--- src/rtl/vga_timing_gen.sv ---
// VGA raster timing generator.
// Horizontal and vertical position counters advance one pixel per pix_en
// tick. Each axis carries a small phase FSM (ACTIVE -> FP -> SYNC -> BP) that
// drives the sync and blanking outputs. Every output is a flop, computed from
// the next-state values, so outputs show the new position in the clock after
// the advancing edge. No combinational path runs from pix_en to any output.
//
// Handshake: pix_en is a plain qualifier with no back-pressure. Each clk with
// pix_en=1 advances exactly one pixel. Each clk with pix_en=0 holds every
// counter and level output. line_start and frame_start are single-clk pulses
// that clear on the following clk, whatever pix_en does.
module vga_timing_gen #(
  parameter int H_ACTIVE = 640,
  parameter int H_FP     = 16,
  parameter int H_SYNC   = 96,
  parameter int H_BP     = 48,
  parameter int V_ACTIVE = 480,
  parameter int V_FP     = 10,
  parameter int V_SYNC   = 2,
  parameter int V_BP     = 33,
  parameter bit SYNC_POL = 1'b0,
  localparam int H_TOTAL = H_ACTIVE + H_FP + H_SYNC + H_BP,
  localparam int V_TOTAL = V_ACTIVE + V_FP + V_SYNC + V_BP,
  localparam int HW      = $clog2(H_TOTAL),
  localparam int VW      = $clog2(V_TOTAL)
) (
  input  logic          clk,
  input  logic          reset,
  input  logic          pix_en,
  output logic          hsync,
  output logic          vsync,
  output logic          active,
  output logic [HW-1:0] x,
  output logic [VW-1:0] y,
  output logic          line_start,
  output logic          frame_start,
  output logic [15:0]   frame_cnt,
  output logic [1:0]    h_phase_dbg,
  output logic [1:0]    v_phase_dbg
);

  typedef enum logic [1:0] {
    PH_ACTIVE = 2'd0,
    PH_FP     = 2'd1,
    PH_SYNC   = 2'd2,
    PH_BP     = 2'd3
  } phase_t;

  // Counter values at which each phase begins.
  localparam logic [HW-1:0] H_LAST      = HW'(H_TOTAL - 1);
  localparam logic [HW-1:0] H_FP_START  = HW'(H_ACTIVE);
  localparam logic [HW-1:0] H_SY_START  = HW'(H_ACTIVE + H_FP);
  localparam logic [HW-1:0] H_BP_START  = HW'(H_ACTIVE + H_FP + H_SYNC);
  localparam logic [VW-1:0] V_LAST      = VW'(V_TOTAL - 1);
  localparam logic [VW-1:0] V_FP_START  = VW'(V_ACTIVE);
  localparam logic [VW-1:0] V_SY_START  = VW'(V_ACTIVE + V_FP);
  localparam logic [VW-1:0] V_BP_START  = VW'(V_ACTIVE + V_FP + V_SYNC);

  logic [HW-1:0] h_cnt, h_cnt_n;
  logic [VW-1:0] v_cnt, v_cnt_n;
  phase_t        h_ph, h_ph_n;
  phase_t        v_ph, v_ph_n;
  logic          h_wrap;
  logic          frame_wrap;

  // Next position: advance on pix_en; the line wrap carries into v_cnt.
  always_comb begin
    h_cnt_n = h_cnt;
    v_cnt_n = v_cnt;
    h_wrap  = 1'b0;
    if (pix_en) begin
      if (h_cnt == H_LAST) begin
        h_cnt_n = '0;
        h_wrap  = 1'b1;
        v_cnt_n = (v_cnt == V_LAST) ? '0 : v_cnt + 1'b1;
      end else begin
        h_cnt_n = h_cnt + 1'b1;
      end
    end
  end

  assign frame_wrap = h_wrap && (v_cnt_n == '0);

  // Horizontal phase FSM: steps when the new h_cnt reaches a phase boundary.
  always_comb begin
    h_ph_n = h_ph;
    if (pix_en) begin
      case (h_ph)
        PH_ACTIVE: if (h_cnt_n == H_FP_START) h_ph_n = PH_FP;
        PH_FP:     if (h_cnt_n == H_SY_START) h_ph_n = PH_SYNC;
        PH_SYNC:   if (h_cnt_n == H_BP_START) h_ph_n = PH_BP;
        PH_BP:     if (h_cnt_n == '0)         h_ph_n = PH_ACTIVE;
        default:   h_ph_n = PH_BP;
      endcase
    end
  end

  // Vertical phase FSM: it may only move on the edge where h_cnt wraps.
  always_comb begin
    v_ph_n = v_ph;
    if (h_wrap) begin
      case (v_ph)
        PH_ACTIVE: if (v_cnt_n == V_FP_START) v_ph_n = PH_FP;
        PH_FP:     if (v_cnt_n == V_SY_START) v_ph_n = PH_SYNC;
        PH_SYNC:   if (v_cnt_n == V_BP_START) v_ph_n = PH_BP;
        PH_BP:     if (v_cnt_n == '0)         v_ph_n = PH_ACTIVE;
        default:   v_ph_n = PH_BP;
      endcase
    end
  end

  // Position and phase state. Reset parks the raster on the last pixel so
  // that the first tick lands on (0,0).
  always_ff @(posedge clk) begin
    if (reset) begin
      h_cnt <= H_LAST;
      v_cnt <= V_LAST;
      h_ph  <= PH_BP;
      v_ph  <= PH_BP;
    end else begin
      h_cnt <= h_cnt_n;
      v_cnt <= v_cnt_n;
      h_ph  <= h_ph_n;
      v_ph  <= v_ph_n;
    end
  end

  // Registered outputs, decoded from the next-state phases and counters.
  always_ff @(posedge clk) begin
    if (reset) begin
      hsync       <= ~SYNC_POL;
      vsync       <= ~SYNC_POL;
      active      <= 1'b0;
      line_start  <= 1'b0;
      frame_start <= 1'b0;
      frame_cnt   <= '0;
    end else begin
      hsync       <= (h_ph_n == PH_SYNC) ? SYNC_POL : ~SYNC_POL;
      vsync       <= (v_ph_n == PH_SYNC) ? SYNC_POL : ~SYNC_POL;
      active      <= (h_ph_n == PH_ACTIVE) && (v_ph_n == PH_ACTIVE);
      line_start  <= h_wrap;
      frame_start <= frame_wrap;
      if (frame_wrap) begin
        frame_cnt <= frame_cnt + 16'd1;
      end
    end
  end

  assign x           = h_cnt;
  assign y           = v_cnt;
  assign h_phase_dbg = h_ph;
  assign v_phase_dbg = v_ph;

endmodule

--- config.mk ---
export PLATFORM = sky130hd
export DESIGN_NAME = vga_timing_gen
export DESIGN_NICKNAME = d
export VERILOG_FILES = /design/src/rtl/vga_timing_gen.sv
export SDC_FILE = /design/constraint.sdc
export NUM_CORES = 1
export LEC_CHECK = 0
export CAP_MARGIN = 20
export CORE_ASPECT_RATIO = 0.75
export CORE_UTILIZATION = 58
export DETAILED_ROUTE_END_ITERATION = 16
export GPL_ROUTABILITY_DRIVEN = 0
export PLACE_DENSITY = 0.95
export SETUP_SLACK_MARGIN = 0.5
export SKIP_CTS_REPAIR_TIMING = 1
export SYNTH_ARGS = -nofsm -noshare
export SYNTH_HDL_FRONTEND = slang
export SYNTH_SLANG_ARGS = --single-unit
--- constraint.sdc ---
create_clock -name clk -period 4.8 [get_ports clk]
set_input_delay 0.72 -clock clk [delete_from_list [all_inputs] [get_ports clk]]
set_output_delay 0.72 -clock clk [all_outputs]
set_load 0.03 [all_outputs]
==> summary.txt <==
Logic synthesis
  – Synth cell types: 74
  – Adder-Cell Fraction of Synth Area: 0.0175
  – Simple-Gate Fraction of Synth Area: 0.353
  – Synth async-reset ratio: 0
  – Synth area leader: dfxtp_1
  – Syn Inst Count: 349
  – Ys Warns: 0
  – Post-Synth XOR/XNOR Area: 0.0397
  – Top area cells in the synthesized netlist: dfxtp_1 (31%), nand4_1 (3.9%), a21oi_1 (3.8%)
  – Syn nets: 356
  – Post-synthesis mux area share: 0.00698
  – Syn Area/Cell: 8.21 um2
  – Post-synth top area share: 0.314
  – EDFF count, synth: 0
  – Register area share after synthesis: 0.314
  – Synthesized flop and latch total: 45
  – Compound-Gate Fraction of Synth Area: 0.216
  – Prevailing post-synth register cell: dfxtp_1
  – Largest family of logic cells by synthesized area: simple AND/OR/NAND/NOR gates
  – Synthesized cell area: 2870 um2

Power and ir drop
  – Worst vdd ir: 0.242 mV
  – Power Dens Cells: 335 nW/um2
  – Leak pwr: 0.00111 uW

Timing
  – Final WS setup: 0.899 ns
  – Final Hold Vio Count: 0
  – Period minus WS final: 3.90 ns
  – Worst Max-Slew Pin Slew: 0.890 ns
  – Clock skew: 0.00839 ns
  – Final setup viols: 0
  – Fmax: 0.256 GHz
  – TNS Setup: 0 ns
  – Slew headroom: 0.405
  – Fin. max-slew vios: 0
  – Period utilisation layout: 0.813
  – RSZ-0062 raised after global routing: false

Route
  – Antenna-violating nets left: 0
  – DR WL/cell: 17.2 um
  – 1st-pass router iterations: 5
  – DR DRC count: 0
  – Number of DRC markers in iteration 0: 310
  – Via density: 6.67
  – Post-Route WL: 7500 um
  – Vias: 2910

GRT
  – Most Crowded Layer GR: met2
  – Met2 GRT Util: 0.428
  – Largest net degree at the start of global routing: 26
  – GR Layer Usage met1: 0.409
  – First-pass GRT wire length: 12200 um
  – Initial antenna violation count: 0
  – GRT Util Overall: 0.289
  – Gr ovfl total: 0
  – Number of global-route vias before repair: 2550
  – GR Util met3: 0.0647

Cells and area
  – Nets@finish: 385
  – Layout area overhead: 19.1%
  – Most frequent cells in the layout: clkdlybuf4s50_1 (47), dfxtp_1 (45), nor2_1 (27)
  – Register Area: 901 um2
  – Final Non-Filler Cells: 436
  – Design area: 3410 um2
  – Commonest non-fill, non-tap cell in the layout: clkdlybuf4s50_1
  – Layout cells sized above 1: 0.0871
  – Filler instances: 335
  – Footprint of the multi-input gates: 1810 um2
  – ANT cells: 0

Floorplanning
  – Die width: 83.2 um
  – DIE AREA: 5230 um2
  – Initial Utilization: 0.623
  – Core ar.: 4600 um2
  – Ports: 48
  – Row Count: 21
  – Die Y: 62.9 um

Critical path
  – Required time of the worst setup path: 5.04 ns
  – Worst Path Class, Setup: primary input to flip-flop
  – Crit path DAT: 4.14 ns
  – Max Fanout on Critical Path: 23
  – Setup crit end kind: flip-flop
  – Setup crit start kind: primary input

Clock tree
  – H-tree Lvls: 2
  – Clk root buf: clkbuf_8
  – CTS Buf Count: 5
  – CTS max path bufs: 2
  – # clock sinks: 45
  – CTS tree: done
  – CTS clk-pin slew, worst paths: 0.08 ns
  – Clock Latency Late Sink: 0.31 ns

Job
  – Maxcap violations: 0

Status
  – Status: complete, no violations

Placed design
  – Dpl hpwl: 5400 um
  – Placed cells: 428
  – Post-place setup slack: 0.788 ns
  – PortBufs: 47
  – Area post-placement: 3300 um2

Worst hold path
  – Hold WC Path Type: flip-flop to flip-flop
-- sequential cells by signal, indices dropped and copies added (netlist names) --
signal / cells
frame_start: 1
active: 1
x: 10
line_start: 1
h_phase_dbg: 2
v_phase_dbg: 2
y: 10
vsync: 1
hsync: 1
frame_cnt: 16
-- area by class of cell --
class	count	area share
multi-input combinational	270	0.532
sequential	45	0.264
timing repair buffer	49	0.142
tap	57	0.0209
clock buffer	5	0.0202
clock inverter	3	0.0136
inverter	7	0.00770
-- per-layer routing --
| metal | wire length, um | part of all wire | vias up |
|---|---|---|---|
| li1 | - | - | 1381 |
| met1 | 3390 | 0.45 | 1350 |
| met2 | 3230 | 0.43 | 162 |
| met3 | 740 | 0.099 | 17 |
| met4 | 134 | 0.018 | 0 |
| met5 | 0 | 0 | - |
-- worst paths after layout --
check | startpoint | depth (start not counted) | endpoint | slack [ns]
setup reg to reg | x[0]$_SDFF_PP1_ | 8 | frame_cnt[3]$_SDFFE_PP0P_ | 1.26
setup / recovery | pix_en | 8 | frame_cnt[3]$_SDFFE_PP0P_ | 0.90
hold reg to reg | frame_cnt[7]$_SDFFE_PP0P_ | 2 | frame_cnt[7]$_SDFFE_PP0P_ | 0.50
hold / removal | frame_cnt[7]$_SDFFE_PP0P_ | 2 | frame_cnt[7]$_SDFFE_PP0P_ | 0.50
-- per-stage QoR --
| stage | util | total power, uW | hold WS [ns] |
|---|---|---|---|
| 2_1_floorplan | - | 743 | 0.611 |
| 3_3_place_gp | 0.717 | 830 | 0.475 |
| 3_5_place_dp | 0.717 | 843 | 0.487 |
| 4_1_cts | 0.742 | 1130 | 0.499 |
| 5_1_grt | 0.742 | 1200 | 0.528 |
| 6_report | 0.742 | 1140 | 0.496 |
-- worst max-delay path: stages --
cell,delay [ns]
clkdlybuf4s50_1,0.74
and3_1,0.36
nand3_2,0.34
o21ai_0,0.39
a22o_1,0.27
nand4_1,0.60
or3_1,0.58
a21oi_1,0.14
-- where the power goes --
part | internal, uW | switching (uW) | leakage [uW]
Sequential | 396 | 58.9 | 0.000365
Clock | 156 | 138 | 0.0000543
Combinational | 157 | 238 | 0.000695
Total | 709 | 435 | 0.00111
-- logic make-up (layout without fill, tap and decap cells) --
kind of cell / after synthesis / count (layout)
and+or+nand+nor: 161 / 161
AOI/OAI and AO/OA: 90 / 90
DFF: 45 / 45
buffers and inverters: 34 / 64
xor gates and xnor gates: 13 / 13
adders and majority gates: 4 / 4
muxes: 2 / 2
-- synth_stat cells (all sizes together) (2+ instances only) --
library cell / n
buf: 16
nand4bb: 2
and4b: 2
nor2: 27
a21o: 2
a21oi: 22
ha: 4
and3b: 2
nand3: 17
and2: 5
a211o: 5
nor3b: 3
o211ai: 4
and4: 4
nand4: 18
o21ai: 16
or3: 13
nor4b: 4
dfxtp: 45
nand2: 20
nand2b: 3
o211a: 2
a21boi: 3
or4: 3
o31ai: 3
inv: 7
a31oi: 6
nand3b: 3
nor4: 7
and3: 9
or2: 6
nor3: 8
a211oi: 6
xnor2: 9
mux2i: 2
clkbuf: 11
xor2: 4
o21bai: 2
nor2b: 2
a2bb2oi: 2
a22oi: 3
No activity file was read; power rests on OpenSTA's default activity.
